$ cat config.mk
export PLATFORM = sky130hd
export DESIGN_NAME = axi4_slave_write_address_channel
export DESIGN_NICKNAME = d
export VERILOG_FILES = /design/src/rtl/axi4_lite_pkg.sv /design/src/rtl/axi4_skid_fifo2.sv /design/src/rtl/axi4_slave_write_address_channel.sv
export SDC_FILE = /design/constraint.sdc
export NUM_CORES = 1
export LEC_CHECK = 0
export CORE_ASPECT_RATIO = 1.2
export CORE_MARGIN = 1
export CORE_UTILIZATION = 40
export CTS_CLUSTER_DIAMETER = 120
export DETAILED_ROUTE_END_ITERATION = 8
export PLACE_DENSITY = 0.66
export SLEW_MARGIN = 20
export SYNTH_ARGS = -nofsm -noshare
export SYNTH_HDL_FRONTEND = slang
export SYNTH_SLANG_ARGS = --single-unit
$ cat constraint.sdc
create_clock -name ACLK -period 2.1 [get_ports ACLK]
set_input_delay 0.42 -clock ACLK [delete_from_list [all_inputs] [get_ports ACLK]]
set_output_delay 0.42 -clock ACLK [all_outputs]
set_load 0.01 [all_outputs]
$ cat src/rtl/axi4_lite_pkg.sv
// Shared AXI4-Lite constants and the write-address entry record.
package axi4_lite_pkg;

  localparam logic [2:0] AXI_PROT_DEFAULT = 3'b000;
  localparam logic [1:0] RESP_OKAY        = 2'b00;
  localparam logic [1:0] RESP_SLVERR      = 2'b10;

  localparam int AXI_ADDR_W = 32;

  typedef struct packed {
    logic [AXI_ADDR_W-1:0] addr;
    logic [2:0]            prot;
    logic                  err;
  } aw_entry_t;

endpackage

$ cat src/rtl/axi4_skid_fifo2.sv
// Generic 2-entry FIFO: one cycle from push to out_vld, head read straight from storage.
// in_rdy is a flop loaded with (count_next < 2), so a full FIFO drained by one pop reopens an edge later.
module axi4_skid_fifo2 #(
  parameter int W = 8
) (
  input  logic         ACLK,
  input  logic         ARESETN,
  input  logic         in_vld,
  output logic         in_rdy,
  input  logic [W-1:0] in_dat,
  output logic         out_vld,
  output logic [W-1:0] out_dat,
  input  logic         out_take,
  output logic [1:0]   count
);

  localparam logic [1:0] EMPTY = 2'd0;
  localparam logic [1:0] ONE   = 2'd1;
  localparam logic [1:0] FULL  = 2'd2;

  logic [W-1:0] mem [2];
  logic         wr_ptr;
  logic         rd_ptr;
  logic         push;
  logic         pop;
  logic [1:0]   count_next;

  assign push    = in_vld && in_rdy;
  assign pop     = out_vld && out_take;
  assign out_vld = (count != EMPTY);
  assign out_dat = mem[rd_ptr];

  always_comb begin
    count_next = count;
    case (count)
      EMPTY:   if (push) count_next = ONE;
      ONE:     if (push && !pop) count_next = FULL;
               else if (pop && !push) count_next = EMPTY;
      FULL:    if (pop) count_next = ONE;
      default: count_next = EMPTY;
    endcase
  end

  always_ff @(posedge ACLK or negedge ARESETN) begin
    if (!ARESETN) begin
      count  <= EMPTY;
      in_rdy <= 1'b0;
      wr_ptr <= 1'b0;
      rd_ptr <= 1'b0;
      mem[0] <= '0;
      mem[1] <= '0;
    end else begin
      count  <= count_next;
      in_rdy <= (count_next != FULL);
      if (push) begin
        mem[wr_ptr] <= in_dat;
        wr_ptr      <= ~wr_ptr;
      end
      if (pop) rd_ptr <= ~rd_ptr;
    end
  end

endmodule

$ cat src/rtl/axi4_slave_write_address_channel.sv
// AXI4-Lite subordinate write-address channel: AW handshake into a 2-deep FIFO, head offered downstream
// one cycle after acceptance; AWREADY is registered, bad addresses are flagged and still queued in order.
module axi4_slave_write_address_channel
  import axi4_lite_pkg::*;
#(
  parameter int                    ADDR_WIDTH = 32,
  parameter logic [ADDR_WIDTH-1:0] ADDR_LIMIT = ADDR_WIDTH'(32'h0000_1000)
) (
  input  logic                  ACLK,
  input  logic                  ARESETN,
  input  logic [ADDR_WIDTH-1:0] AWADDR,
  input  logic [2:0]            AWPROT,
  input  logic                  AWVALID,
  output logic                  AWREADY,
  output logic [ADDR_WIDTH-1:0] aw_addr_o,
  output logic [2:0]            aw_prot_o,
  output logic                  aw_err_o,
  output logic                  aw_valid_o,
  input  logic                  aw_take_i,
  output logic [1:0]            aw_count_o,
  output logic                  aw_IDLE
);

  localparam int ENTRY_W = ADDR_WIDTH + 4;

  logic               aw_err;
  logic [ENTRY_W-1:0] wr_dat;
  logic [ENTRY_W-1:0] rd_dat;
  logic [1:0]         count;

  // Misaligned or beyond the register window; the downstream stage answers these with SLVERR.
  assign aw_err = (AWADDR[1:0] != 2'b00) || (AWADDR >= ADDR_LIMIT);
  assign wr_dat = {AWADDR, AWPROT, aw_err};

  axi4_skid_fifo2 #(
    .W(ENTRY_W)
  ) u_fifo (
    .ACLK     (ACLK),
    .ARESETN  (ARESETN),
    .in_vld   (AWVALID),
    .in_rdy   (AWREADY),
    .in_dat   (wr_dat),
    .out_vld  (aw_valid_o),
    .out_dat  (rd_dat),
    .out_take (aw_take_i),
    .count    (count)
  );

  assign {aw_addr_o, aw_prot_o, aw_err_o} = rd_dat;
  assign aw_count_o = count;
  assign aw_IDLE    = (count == 2'd0) && !(AWVALID && AWREADY);

endmodule

==> impl_table.tex, run 1 <==
\begin{tabular}{lr}
\hline
Metric & Value \\
\hline
\multicolumn{2}{l}{\textbf{Outcome}} \\
Outcome & completed \\
\multicolumn{2}{l}{\textbf{Placed design}} \\
Routability Congestion & roughly 0.66 \\
Total of buffers placed on input and output ports & 79 \\
HPWL after detailed placement & roughly 4800 um \\
Cell area reported after detailed placement & about 4600 um2 \\
\multicolumn{2}{l}{\textbf{Critical path}} \\
Maximum cell stage delay along the critical path & 0.41 ns \\
Crit start category & flop \\
Crit path top cell by count & sky130\_fd\_sc\_hd\_\_buf\_12 \\
Crit path max fanout & 7 \\
Endpoint required time on the critical path & roughly 1.7 ns \\
Worst Setup End Kind & output port \\
Slowest CP cell & sky130\_fd\_sc\_hd\_\_dfrtp\_2 \\
Type of the setup path with the least slack & flop to output port \\
Category of cells accounting for the largest share of critical-path delay & buffers and inverters \\
Buffer and inverter count on the worst path & 3 \\
Logic depth of the worst register-to-register path & 3 \\
Critical-path cell list & buf\_12, buf\_12, mux2\_2, dlygate4sd2\_1 \\
Crit. path cell count & 4 \\
Endpoint arrival time on the critical path & approximately 1.6 ns \\
\multicolumn{2}{l}{\textbf{Clocking}} \\
Inserted Clock Buffers & 9 \\
Later-pin clock latency in the skew report & 0.34 ns \\
Clock tree root buffer cell & sky130\_fd\_sc\_hd\_\_clkbuf\_8 \\
Number of sinks handled by clock tree synthesis & between 70 and 80 \\
Clock tree from TritonCTS & built \\
Clk slew on worst S/H paths & $\sim$0.080 ns \\
H-tree depth & 3 \\
Max Root-Sink Buffers & 2 \\
\multicolumn{2}{l}{\textbf{Worst hold path}} \\
Hold Crit Class & flop to flop \\
Instance count along the most critical hold path & 1 \\
\multicolumn{2}{l}{\textbf{Pwr}} \\
Portion of total power attributed to the clock network & between 10\% and 20\% \\
Internal power & roughly 5200 uW \\
Peak VDD IR & 0.592 mV \\
Sequential group share of total power & approximately a third \\
Cell area power density & between 1500 and 2000 nW/um2 \\
Net switching power & approximately 2200 uW \\
Power share of the combinational group & between 40\% and 50\% \\
Leak & roughly 0.0022 uW \\
Switching part of the total & between 20 and 30\% \\
\multicolumn{2}{l}{\textbf{Synth}} \\
Instance count of the mapped netlist & around 230 \\
Number of synthesized flops with an enable pin & 0 \\
Fraction of synthesis flops using an asynchronous set or reset pin & 100\% \\
Avg Cell Area, Syn & around 16 um2 \\
Top\_reg\_cell synth & sky130\_fd\_sc\_hd\_\_dfrtp\_1 \\
Netlist area before placement & 3660 um2 \\
Total of flip-flops plus latches after synthesis & 77 \\
Share of the yosys chip area belonging to registers & between 50\% and 60\% \\
Syn Nets & 264 \\
Syn. warnings & 0 \\
Number of distinct library cells after synthesis & 24 \\
\multicolumn{2}{l}{\textbf{Routing}} \\
Avg Vias per Cell & $\sim$5.0 \\
Total routed wirelength & 7290 um \\
\# DRC & 0 \\
Average routed wire per standard cell & 16.5 um \\
Via total after detailed routing & between 2000 and 2500 \\
Iteration count of the initial detailed-routing pass & 4 \\
DRT antenna net count & 0 \\
Number of violations reported at the end of detailed-routing iteration 0 & 56 \\
\multicolumn{2}{l}{\textbf{Finish}} \\
Area Growth Syn to Fin & 32.9\% \\
Area of the multi-input gates & approximately 1600 um2 \\
Core utilization of the finished layout & a little under three fifths \\
Post-route design area & 4860 um2 \\
Fraction of final layout cells with drive strength greater than 1 & between 40\% and 50\% \\
\# fillers & around 800 \\
Ant. Diodes & 0 \\
FF+latch area & around 1900 um2 \\
NumNets Final & 359 \\
\multicolumn{2}{l}{\textbf{Global routing}} \\
Largest net degree at the start of global routing & 53 \\
Leftover overflow at the end of global routing & 0 \\
Vias in the first global route & between 2000 and 2500 \\
Global-route total usage across every layer & 16.6\% \\
Initial antenna violation count & 0 \\
Global-route wire length before repair & 11700 um \\
\multicolumn{2}{l}{\textbf{STA}} \\
Max-slew violation count & 0 \\
Transition time of the tightest slew-check pin & around 0.35 ns \\
Final clock skew & 0.00431 ns \\
Setup violations, final & 0 \\
Min Clock Period, post-route & 2.03 ns \\
Final hold vios & 0 \\
RSZ-0062 raised after global routing & no \\
Final worst path period share & 96.6\% \\
Worst slew margin relative to its limit & 76.8\% \\
Setup TNS & 0 ns \\
Top achievable clock speed & approximately 490 MHz \\
\multicolumn{2}{l}{\textbf{Floorplan}} \\
Number of cell rows & 37 \\
Die footprint & about 9500 um2 \\
Ports placed on the boundary & 80 \\
Die width & around 89 um \\
Initial Util & 42.0\% \\
Core region area & just under 9000 um2 \\
Die boundary height & between 100 and 150 um \\
\multicolumn{2}{l}{\textbf{Job}} \\
Max-cap check violation count & 0 \\
\hline
\end{tabular}
metal layers:
metal | vias up | global-route usage, % | wire length, um
li1 | 1001 | - | -
met1 | 1107 | 23.5 | 3490
met2 | 69 | 24.8 | 3340
met3 | 12 | 3.39 | 339
met4 | 0 | 6.46 | 116
met5 | - | 0 | 0
sequential cells by signal, summed over array words and instances (netlist names):
name / cells
u_fifo.count: 2
u_fifo.in_rdy: 1
u_fifo.mem: 72
u_fifo.rd_ptr: 1
u_fifo.wr_ptr: 1
worst register-to-register path, cell delays in order (launching register included):
cell and delay [ns]:
sky130_fd_sc_hd__dfrtp_1 0.41, sky130_fd_sc_hd__nand3b_1 0.26, sky130_fd_sc_hd__buf_12 0.23, sky130_fd_sc_hd__mux2_4 0.33
final cells by class:
cell class	count	share of cell area [%]
flip-flops and latches	77	39.7
multi-input cells	136	32.8
repair buffers	96	19.9
well taps	117	3.01
clock buffers	11	2.91
clock inverters	5	1.72
power by group through the flow:
stage          logic (uW)  registers [uW]  clock network (uW)
6_report             3560            2590                1260
5_1_grt              3820            2690                1350
4_1_cts              3530            2590                1280
3_5_place_dp         3840            2610                   0
3_3_place_gp         3800            2590                   0
2_1_floorplan        2400            2490                   0
cells in the final DEF (no fill, tap or decap), types with 4 or more instances in the layout:
| cell type | n |
|---|---|
| sky130_fd_sc_hd__dfrtp_1 | 76 |
| sky130_fd_sc_hd__clkbuf_8 | 10 |
| sky130_fd_sc_hd__clkdlybuf4s50_1 | 41 |
| sky130_fd_sc_hd__mux2_2 | 50 |
| sky130_fd_sc_hd__buf_4 | 10 |
| sky130_fd_sc_hd__nand2_1 | 4 |
| sky130_fd_sc_hd__nor4_1 | 4 |
| sky130_fd_sc_hd__dlygate4sd2_1 | 31 |
| sky130_fd_sc_hd__mux2_4 | 56 |
| sky130_fd_sc_hd__clkdlybuf4s15_1 | 6 |
| sky130_fd_sc_hd__buf_12 | 7 |
timing repair:
action | CTS | global route
hold endpoints to repair | 25 | 0
setup endpoints to repair | 37 | 8
cloned | 0 | 0
hold buffers | 1 | 0
resized for setup | 37 | 6
setup buffers | 4 | 3
stage by stage:
| stage | setup slack [ns] | total power (uW) | hold WS (ns) | std cells |
|---|---|---|---|---|
| 5_1_grt | 0.00334 | 7860 | 0.529 | 442 |
| 6_report | 0.0717 | 7410 | 0.505 | 442 |
| 4_1_cts | 0.000423 | 7410 | 0.510 | 439 |
| 3_3_place_gp | 0.0398 | 6390 | 0.357 | 418 |
| 3_5_place_dp | 0.0294 | 6460 | 0.354 | 418 |
| 2_1_floorplan | 0.592 | 4890 | 0.124 | 225 |
cells in the mapped netlist (2+ instances only):
cell type                  number  area [um2]
sky130_fd_sc_hd__dfrtp_1       77        1930
sky130_fd_sc_hd__mux2_4        56         841
sky130_fd_sc_hd__mux2_2        50         563
sky130_fd_sc_hd__buf_6          5        56.3
sky130_fd_sc_hd__buf_2          4        20.0
sky130_fd_sc_hd__nand2_1        4        15.0
sky130_fd_sc_hd__nor4_1         4        25.0
sky130_fd_sc_hd__buf_12         3        60.1
sky130_fd_sc_hd__nor2_1         3        11.3
sky130_fd_sc_hd__a31oi_1        2        12.5
sky130_fd_sc_hd__mux2i_1        2        20.0
sky130_fd_sc_hd__nand3b_1       2        15.0
sky130_fd_sc_hd__nor2b_1        2        12.5
cell families after synthesis:
kind of cell              after synthesis  share of synthesized area [%]
and+or+nand+nor                        22                           3.56
muxes                                 108                           38.9
xor gates and xnor gates                1                          0.240
buffers and inverters                  12                           3.73
DFF                                    77                           52.7
AOI/OAI and AO/OA                       5                          0.855
final timing paths:
kind / from / endpoint / slack [ns]
worst max-delay path: u_fifo.rd_ptr / aw_addr_o[10] / 0.07
worst min register to register: u_fifo.mem[29] / u_fifo.mem[29] / 0.51
max in group asynchronous: ARESETN / u_fifo.mem[34] / 0.97
min in group asynchronous: ARESETN / u_fifo.mem[10] / 0.54
worst min-delay path: u_fifo.mem[29] / u_fifo.mem[29] / 0.51
worst max register to register: u_fifo.wr_ptr / u_fifo.mem[59] / 0.76
Power figures use the tool's default switching activity.
==> run 2: changes to the inputs <==
- CORE_MARGIN: 1 -> default
- CTS_CLUSTER_SIZE: default -> 20
- TNS_END_PERCENT: default -> 5
==> run 2 against run 1 <==
Cell count is 1.6% lower. Clock skew is 0.00068 ns higher. Combinational power is 4% lower. Clock power hardly changed. Via count is 2.4% lower. Sequential power hardly changed. Flip-flop and latch count stayed put. Non-clock buffer count is 7 lower. Die area stayed put. Register-to-register slack hardly changed. Count of clock-buffer cells in the layout stayed put. Critical path type unchanged.
==> impl_table.tex, run 2 (same netlist as run 1, synthesis figures left out) <==
\begin{tabular}{lr}
\hline
Metric & Value \\
\hline
\multicolumn{2}{l}{\textbf{Pwr}} \\
Power share of the combinational group & between 40\% and 50\% \\
Cell area power density & about 1500 nW/um2 \\
Sequential group share of total power & a little over a third \\
Internal power & around 5100 uW \\
Peak VDD IR & between 0.5 and 0.6 mV \\
Leak & $\sim$0.0021 uW \\
Switching part of the total & between 20\% and 30\% \\
Portion of total power attributed to the clock network & approximately 17\% \\
Total Power & 7260 uW \\
Net switching power & $\sim$2200 uW \\
\multicolumn{2}{l}{\textbf{Clocking}} \\
Number of sinks handled by clock tree synthesis & a little under 80 \\
Post-CTS repair timing setup buffer count & 0 \\
Later-pin clock latency in the skew report & between 0.3 and 0.4 ns \\
Max Root-Sink Buffers & 2 \\
Clock tree from TritonCTS & built \\
Clock tree root buffer cell & sky130\_fd\_sc\_hd\_\_clkbuf\_8 \\
Clk slew on worst S/H paths & roughly 0.080 ns \\
H-tree depth & 3 \\
Inserted Clock Buffers & 9 \\
\multicolumn{2}{l}{\textbf{Routing}} \\
Via total after detailed routing & between 2000 and 2500 \\
Iteration count of the initial detailed-routing pass & 4 \\
Average routed wire per standard cell & around 17 um \\
Number of violations reported at the end of detailed-routing iteration 0 & 47 \\
Avg Vias per Cell & about 5 \\
\# DRC & 0 \\
Total routed wirelength & $\sim$7200 um \\
DRT antenna net count & 0 \\
\multicolumn{2}{l}{\textbf{Finish}} \\
NumNets Final & between 300 and 400 \\
Max FFs per register & 72 \\
Ant. Diodes & 0 \\
Area Growth Syn to Fin & 31.0\% \\
Largest register by flop count & u\_fifo.mem \\
\# fillers & between 700 and 800 \\
Fraction of final layout cells with drive strength greater than 1 & a little over two fifths \\
Most used cells in the layout excluding fill and tap cells & sky130\_fd\_sc\_hd\_\_dfrtp\_1, sky130\_fd\_sc\_hd\_\_mux2\_4, sky130\_fd\_sc\_hd\_\_mux2\_2, sky130\_fd\_sc\_hd\_\_clkdlybuf4s50\_1, sky130\_fd\_sc\_hd\_\_dlygate4sd2\_1 \\
Biggest regs & u\_fifo.mem (72), u\_fifo.count (2) \\
Most common library cell in the layout ignoring fill and taps & sky130\_fd\_sc\_hd\_\_dfrtp\_1 \\
\multicolumn{2}{l}{\textbf{STA}} \\
Worst Setup Slack, final & between 0.07 and 0.08 ns \\
Min Clock Period, post-route & between 2 and 2.5 ns \\
Final clock skew & around 0.0050 ns \\
Setup violations, final & 0 \\
Transition time of the tightest slew-check pin & between 0.3 and 0.4 ns \\
Final worst path period share & 96.4\% \\
Setup TNS & 0 ns \\
WHS & $\sim$0.51 ns \\
Max-slew violation count & 0 \\
RSZ-0062 raised after global routing & no \\
Final hold vios & 0 \\
Top achievable clock speed & $\sim$490 MHz \\
Worst slew margin relative to its limit & 76.8\% \\
\multicolumn{2}{l}{\textbf{Critical path}} \\
Worst Setup End Kind & output port \\
Critical-path cell list & or2\_2, clkdlybuf4s50\_1 \\
Crit path max fanout & 6 \\
Maximum cell stage delay along the critical path & around 0.5 ns \\
Endpoint arrival time on the critical path & between 1.5 and 2 ns \\
Capture point of the worst reg-to-reg path & u\_fifo.mem[59] \\
Reg2reg start & u\_fifo.wr\_ptr \\
Slowest CP cell & sky130\_fd\_sc\_hd\_\_clkdlybuf4s50\_1 \\
Type of the setup path with the least slack & flop to output port \\
Endpoint required time on the critical path & 1.68 ns \\
FF-to-FF setup slack & around 0.76 ns \\
Critical Path Source & u\_fifo.count[1] \\
Logic depth of the worst register-to-register path & 3 \\
Crit start category & flop \\
\multicolumn{2}{l}{\textbf{Global routing}} \\
Global-route wire length before repair & 11700 um \\
Largest net degree at the start of global routing & between 50 and 60 \\
Vias in the first global route & 2243 \\
Initial antenna violation count & 0 \\
Global-route total usage across every layer & between 15 and 20\% \\
Leftover overflow at the end of global routing & 0 \\
\multicolumn{2}{l}{\textbf{Floorplan}} \\
Core region area & between 8000 and 9000 um2 \\
Initial Util & between 40 and 50\% \\
Die footprint & $\sim$9500 um2 \\
Ports placed on the boundary & 80 \\
Die width & approximately 90 um \\
Number of cell rows & 37 \\
Die boundary height & $\sim$110 um \\
\multicolumn{2}{l}{\textbf{Worst hold path}} \\
Sink of the worst hold path & u\_fifo.mem[29] \\
Hold Crit Class & flop to flop \\
Worst hold path startpoint & u\_fifo.mem[29] \\
Instance count along the most critical hold path & 1 \\
\multicolumn{2}{l}{\textbf{Outcome}} \\
Outcome & completed \\
\multicolumn{2}{l}{\textbf{Placed design}} \\
Setup slack after placement & $\sim$0.029 ns \\
Total of buffers placed on input and output ports & 79 \\
Routability Congestion & approximately 0.66 \\
HPWL after detailed placement & around 4800 um \\
\multicolumn{2}{l}{\textbf{Job}} \\
Max-cap check violation count & 0 \\
\hline
\end{tabular}
## run 2: changes by cell type in the layout (fill, tap and decap cells not counted), sizes merged
cell	change
clkdlybuf4s15	-6
buf	-7
dlygate4sd2	+6
## run 2: worst max path at each step
stage	endpoint	slack (ns)	depth (start not counted)
global route	aw_valid_o	0.02	2
CTS	aw_valid_o	0.06	2
detailed placement	aw_IDLE	0.03	4
finish	aw_valid_o	0.08	2
floorplan	aw_addr_o[0]	0.59	3
global placement	aw_IDLE	0.04	4
## run 2: final cells by class
class	count	area, um2	area share, %
Clock buffer	11	141	2.95
Clock inverter	5	83.8	1.75
Multi-Input combinational cell	136	1600	33.3
Sequential cell	77	1930	40.3
Tap cell	117	146	3.06
Timing Repair Buffer	89	895	18.7
## run 2: timing repair
action                                 in CTS  in global routing
setup endpoints to repair                  37                  1
cloned                                      0                  0
gates resized for setup                    37                  1
endpoints found under the hold margin      25                  0
hold buffers                                1                  0
## run 2: layer usage
metal,up-vias,share of wire (%),wire length (um),track usage (%)
li1,985,-,-,-
met1,1079,48,3460,23.1
met2,61,46,3290,24.8
met3,12,4.3,312,3.31
met4,0,1.6,116,6.46
met5,-,0,0,0
## run 2: worst max-delay path: cells and delay by family (launching register included)
family / cells / cell delay, ns
buffers and inverters: 1 / 0.49
DFF: 1 / 0.45
and+or+nand+nor: 1 / 0.33
## run 2: metrics by stage
step                      cells  cell area (um2)  util (%)
final                       435             4790      55.0
after global routing        435             4790      55.0
after CTS                   435             4790      55.0
after detailed placement    418             4600      52.9
after global placement      418             4600      52.9
after floorplan             225             3660         -
## run 2: power groups by stage
stage	Combinational, uW	Clock, uW	Sequential [uW]
final	3410	1250	2600
after global routing	3660	1350	2700
after CTS	3470	1280	2600
after detailed placement	3840	0	2610
after global placement	3800	0	2590
after floorplan	2400	0	2490
==> run 3: changes to the inputs <==
- CORE_UTILIZATION: 40 -> 42
- PLACE_DENSITY: 0.66 -> 0.68
==> run 3 against run 2 <==
The flow now finishes with violations (negative setup slack). Hold slack got worse by 0.0044 ns. Die area fell by 4.7%. Wire length up 0.25%. Power decreased by 1.0%. Clock power shrank 18%. Flip-flop and latch count unchanged. Critical path depth is 3 higher. Sequential share of layout area about the same. Critical endpoint is now aw_addr_o[15]. Largest power group unchanged.
==> impl_table.tex, run 3 (same netlist as run 1, synthesis figures left out) <==
\begin{tabular}{lr}
\hline
Metric & Value \\
\hline
\multicolumn{2}{l}{\textbf{Finish}} \\
Area of the multi-input gates & $\sim$1600 um2 \\
Largest register by flop count & u\_fifo.mem \\
Biggest regs & u\_fifo.mem (72), u\_fifo.count (2) \\
NumNets Final & 356 \\
Max FFs per register & 72 \\
Fraction of final layout cells with drive strength greater than 1 & between 40\% and 50\% \\
\# fillers & approximately 700 \\
Most used cells in the layout excluding fill and tap cells & sky130\_fd\_sc\_hd\_\_dfrtp\_1, sky130\_fd\_sc\_hd\_\_mux2\_4, sky130\_fd\_sc\_hd\_\_mux2\_2, sky130\_fd\_sc\_hd\_\_clkdlybuf4s50\_1, sky130\_fd\_sc\_hd\_\_dlygate4sd2\_1 \\
Area Growth Syn to Fin & 30.8\% \\
Ant. Diodes & 0 \\
Most common library cell in the layout ignoring fill and taps & sky130\_fd\_sc\_hd\_\_dfrtp\_1 \\
FF+latch area & about 1900 um2 \\
\multicolumn{2}{l}{\textbf{Critical path}} \\
Type of the setup path with the least slack & flop to output port \\
Endpoint required time on the critical path & 1.68 ns \\
Maximum cell stage delay along the critical path & 0.45 ns \\
Slowest CP cell & sky130\_fd\_sc\_hd\_\_dfrtp\_2 \\
Capture point of the worst reg-to-reg path & u\_fifo.mem[42] \\
Reg2reg start & u\_fifo.in\_rdy \\
Crit start category & flop \\
Endpoint arrival time on the critical path & between 1.5 and 2 ns \\
FF-to-FF setup slack & 0.74 ns \\
Category of cells accounting for the largest share of critical-path delay & buffers and inverters \\
Logic depth of the worst register-to-register path & 3 \\
Critical-path cell list & buf\_4, buf\_12, buf\_16, mux2\_2, dlygate4sd2\_1 \\
Buffer and inverter count on the worst path & 4 \\
Crit path max fanout & 12 \\
Worst Setup End Kind & output port \\
\multicolumn{2}{l}{\textbf{Floorplan}} \\
Ports placed on the boundary & 80 \\
Initial Util & about 44\% \\
Die boundary height & around 100 um \\
Die footprint & about 9000 um2 \\
Core region area & 8290 um2 \\
Die width & around 87 um \\
Number of cell rows & 36 \\
\multicolumn{2}{l}{\textbf{Global routing}} \\
Initial antenna violation count & 0 \\
Global-route wire length before repair & approximately 12000 um \\
Vias in the first global route & between 2000 and 2500 \\
Leftover overflow at the end of global routing & 0 \\
Met3 track demand over resource & around 4.4\% \\
Highest-utilization routing layer at the global route stage & met2 \\
Met2 usage in global routing & about a quarter \\
Global-route total usage across every layer & 16.9\% \\
Global-route track usage on met1 & 23.6\% \\
Largest net degree at the start of global routing & 38 \\
\multicolumn{2}{l}{\textbf{Pwr}} \\
Power share of the combinational group & 49.4\% \\
Cell area power density & $\sim$1500 nW/um2 \\
Peak VDD IR & $\sim$0.62 mV \\
Leak & $\sim$0.0022 uW \\
Net switching power & approximately 2200 uW \\
Portion of total power attributed to the clock network & $\sim$14\% \\
Switching part of the total & between 30\% and 40\% \\
Sequential group share of total power & around 36\% \\
Internal power & about 5000 uW \\
\multicolumn{2}{l}{\textbf{STA}} \\
Setup violations, final & 2 \\
Final worst path period share & 104\% \\
Top achievable clock speed & between 400 and 500 MHz \\
Setup TNS & -0.110 ns \\
Max-slew violation count & 0 \\
Min Clock Period, post-route & around 2.2 ns \\
Worst slew margin relative to its limit & between 70\% and 80\% \\
Transition time of the tightest slew-check pin & between 0.3 and 0.4 ns \\
RSZ-0062 raised after global routing & yes \\
Worst Setup Slack, final & -0.0792 ns \\
Final hold vios & 0 \\
Final clock skew & between 0.01 and 0.015 ns \\
\multicolumn{2}{l}{\textbf{Clocking}} \\
Clock tree root buffer cell & sky130\_fd\_sc\_hd\_\_clkbuf\_8 \\
Number of sinks handled by clock tree synthesis & 77 \\
H-tree depth & 3 \\
Later-pin clock latency in the skew report & about 0.35 ns \\
Clock tree from TritonCTS & built \\
Inserted Clock Buffers & 9 \\
Clk slew on worst S/H paths & 0.08 ns \\
Max Root-Sink Buffers & 2 \\
\multicolumn{2}{l}{\textbf{Worst hold path}} \\
Worst hold path startpoint & u\_fifo.mem[38] \\
Hold Crit Class & flop to flop \\
Sink of the worst hold path & u\_fifo.mem[38] \\
Instance count along the most critical hold path & 1 \\
\multicolumn{2}{l}{\textbf{Placed design}} \\
Routability Congestion & $\sim$0.70 \\
Total of buffers placed on input and output ports & slightly below 80 \\
Setup slack after placement & 0.0469 ns \\
HPWL after detailed placement & roughly 4600 um \\
\multicolumn{2}{l}{\textbf{Outcome}} \\
Outcome & complete, but fails checks \\
Violated checks & negative setup slack \\
\multicolumn{2}{l}{\textbf{Job}} \\
Max-cap check violation count & 0 \\
\multicolumn{2}{l}{\textbf{Routing}} \\
DRT antenna net count & 0 \\
Total routed wirelength & 7200 um \\
Number of violations reported at the end of detailed-routing iteration 0 & between 50 and 60 \\
Avg Vias per Cell & $\sim$4.9 \\
Average routed wire per standard cell & roughly 17 um \\
Iteration count of the initial detailed-routing pass & 4 \\
\# DRC & 0 \\
Via total after detailed routing & roughly 2100 \\
\hline
\end{tabular}
## run 3: cell count changes in the layout (fill, tap and decap cells not counted), sizes merged
cell and delta:
dlygate4sd2 -20, dlymetal6s2s +9, clkbuf +8, buf +4
inv +4, bufinv -2, clkdlybuf4s15 +1
## run 3: worst max-delay path by stage
stage	to	slack [ns]	cells after the start	start
after floorplan	aw_addr_o[0]	0.59	3	u_fifo.rd_ptr
after global placement	aw_IDLE	0.05	4	AWVALID
after detailed placement	aw_IDLE	0.05	4	AWVALID
after CTS	aw_addr_o[2]	-0.15	3	u_fifo.rd_ptr
after global routing	aw_addr_o[15]	-0.12	5	u_fifo.rd_ptr
final	aw_addr_o[15]	-0.08	5	u_fifo.rd_ptr
## run 3: repair_timing
item / 4_1_cts / 5_1_grt
cloned: 1 / 0
resized for setup: 36 / 25
hold buffers: 1 / 0
buffers inserted: 3 / 1
hold endpoints to repair: 26 / 0
setup endpoints to repair: 35 / 17
## run 3: worst register-to-register path: cells and delay by family (launching register included)
family	cells	cell delay (ns)
buf+inv	1	0.30
flops	1	0.42
mux	1	0.38
simple gates	1	0.15
## run 3: cell type report
| cell class | instances | area share [%] |
|---|---|---|
| multi-input cells | 136 | 33.4 |
| clock buffers | 9 | 2.59 |
| well taps | 114 | 2.98 |
| clock inverters | 7 | 1.15 |
| repair buffers | 93 | 19.6 |
| flip-flops and latches | 77 | 40.3 |
## run 3: power by group through the flow
stage | clock network [uW] | registers, uW | logic [uW]
2_1_floorplan | 0 | 2490 | 2400
3_3_place_gp | 0 | 2600 | 3730
3_5_place_dp | 0 | 2620 | 3760
4_1_cts | 1060 | 2610 | 3670
5_1_grt | 1130 | 2700 | 3800
6_report | 1020 | 2610 | 3550
## run 3: stage by stage
stage / total power, uW / util (%) / std cells / hold WS [ns] / area (um2)
2_1_floorplan: 4890 / - / 225 / 0.124 / 3660
3_3_place_gp: 6330 / 55.1 / 414 / 0.363 / 4560
3_5_place_dp: 6380 / 55.1 / 414 / 0.362 / 4560
4_1_cts: 7340 / 57.8 / 435 / 0.509 / 4790
5_1_grt: 7630 / 57.7 / 436 / 0.521 / 4780
6_report: 7190 / 57.7 / 436 / 0.501 / 4780
## run 3: metal layers
metal | share of wire, % | routed length [um]
met4 | 1.3 | 92
met3 | 4.9 | 351
met1 | 49 | 3510
met5 | 0 | 0
met2 | 45 | 3250
==> patch, RTL diff (settings of run 1) <==
Change the parameter `ADDR_WIDTH` from 32 to 36.
--- a/src/rtl/axi4_slave_write_address_channel.sv
+++ b/src/rtl/axi4_slave_write_address_channel.sv
@@ -4,5 +4,5 @@
   import axi4_lite_pkg::*;
 #(
-  parameter int                    ADDR_WIDTH = 32,
+  parameter int                    ADDR_WIDTH = 36,
   parameter logic [ADDR_WIDTH-1:0] ADDR_LIMIT = ADDR_WIDTH'(32'h0000_1000)
 ) (
Ports: changed (resized AWADDR and aw_addr_o); port bits go from 80 to 88. No check against the original RTL was run, so the function may have changed too.
==> patch against run 1 <==
Synthesized area up 7.9%. Hold slack worse by 0.023 ns. Worst setup slack better by 0.0090 ns. Critical path depth up 1. Register-to-register slack worse by 0.05 ns. Power up 13%. Fmax up 0.45%. Sequential cell count up 8. Critical path type unchanged. Routed wire length up 5.6%. Cell area up 9.5%. Count of clock-buffer cells in the layout up 1.
==> patch: results (changes against run 1) <==
critical_path:
  max_stage_delay_ns: 0.42
  path_max_fanout: 12  # +5
  worstPathArrival_ns: 1.60
  cp_top_family: "buffers and inverters"
global_routing:
  grt_pass1_vias: 2485  # +10%
  grt_pass1_wl_um: 12500  # +6.5%
  met3_usage_pct: 4.18  # +0.80 points
  grt_usage_pct: 15.8  # -0.81 points
  antenna_found_initial: 0  # unchanged
  use_met2_pct: 24.3  # -0.46 points
  grt_use_met1_pct: 21.6  # -1.9 points
  grt_max_degree: 51  # -3.8%
layout:
  antenna_cells: 0  # unchanged
  nets: 391  # +8.9%
  layout-drive-gt1-share_pct: 44.2  # +0.50 points
  reg_top3: "u_fifo.mem: 80 flops, u_fifo.count: 2 flops"
  fillers: 834  # +5.4%
  syn2layout_area_growth_pct: 34.9
cts:
  hold_buffers: 1  # unchanged
  clk_pin_slew_worst_paths_ns: 0.06  # -0.02 ns
  insertion_delay_ns: 0.33
  max-clock-path-buffers: 2  # unchanged
  htree_levels: 3  # unchanged
  cts_resized: 55  # +49%
  clock_tree.root_cell: "clkbuf_16"
  cts_buffers: 9  # unchanged
power_and_ir_drop:
  ir_worst_vdd_v: 0.000593  # about the same
  intPower_uw: 6030  # +16%
  p_leak_uw: 0.00233  # +6.7%
drt:
  vias_per_cell: 4.95  # -0.10%
  routed-wl-met3_um: 391  # +15%
  drtPass1Iterations: 3  # -1
  met2_length_um: 3600  # +7.6%
  wl_per_cell_um: 16.2  # -1.9%
  drt-met1-wl_um: 3610  # +3.4%
  drt_iter0_drc: 49  # -13%
  vias: 2355  # +7.6%
  routed.top_layer: "met4"
timing:
  finalClockSkew_ns: 0.00610  # +0.00179 ns
  max_slew_margin_pct: 66.4  # -10 points
  drv_slew: 0  # unchanged
placed_design:
  gp_routability_congestion: 0.678  # +2.7%
  placed_area_um2: 5000  # +8.7%
  dp_hpwl_um: 5120  # +6.0%
  dp.cells: 455  # +8.9%
  dpl_worst_slack_ns: 0.0208  # -0.00859 ns
  port_buffers: 87  # +10%
synthesis:
  synthTopCellsByCount: "dfrtp_1, mux2_2, mux2_4"
  ys_warn_count: 0  # unchanged
  ys_seq_area_share_pct: 53.9  # +1.2 points
  synthesis.nets: 292  # +11%
  synth_cell_types: 25  # +4.2%
  syn_inst: 249  # +11%
  ys_top_cells_by_area: "dfrtp_1, mux2_2, mux2_4"
status:
  status: "completed"
worst_hold_path:
  hold_class: "in -> async"
## patch: power by group through the flow
stage	Sequential, µW	Combinational [µW]	Clock [µW]
global placement	2840	4050	0
finish	2850	3650	1890
floorplan	2740	2490	0
CTS	2840	3730	1940
global route	2940	3920	2010
detailed placement	2870	4090	0
## patch: path summary, 6_finish.rpt
path / from / endpoint / slack (ns) / cells after the start
worst max-delay path: u_fifo.rd_ptr$_DFFE_PN0P_ / aw_addr_o[30] / 0.08 / 5
worst min-delay path: ARESETN / u_fifo.mem[11]$_DFFE_PN0P_ / 0.48 / 2
worst max register to register: u_fifo.in_rdy$_DFF_PN0_ / u_fifo.mem[37]$_DFFE_PN0P_ / 0.71 / 3
worst min register to register: u_fifo.mem[72]$_DFFE_PN0P_ / u_fifo.mem[72]$_DFFE_PN0P_ / 0.50 / 1
max in group asynchronous: ARESETN / u_fifo.rd_ptr$_DFFE_PN0P_ / 1.05 / 3
min in group ACLK: u_fifo.mem[72]$_DFFE_PN0P_ / u_fifo.mem[72]$_DFFE_PN0P_ / 0.50 / 1
## patch: final cells by class
type / count / share of cell area, %
clock buffers: 12 / 4.44
clock inverters: 4 / 2.26
multi-input cells: 150 / 31.7
flip-flops and latches: 85 / 40.0
well taps: 123 / 2.89
repair buffers: 102 / 18.8
## patch: worst register-to-register path, cell delays in order (launching register included)
cell     delay, ns
dfrtp_1       0.44
and3_2        0.28
buf_12        0.20
mux2_2        0.36
## patch: kinds of logic after synthesis
family                    Yosys count  synth area share, %
AOI/OAI and AO/OA                   5                0.919
xor gates and xnor gates            1                0.222
buffers and inverters              14                 3.42
DFF                                85                 53.9
muxes                             120                 37.8
and+or+nand+nor                    24                 3.77
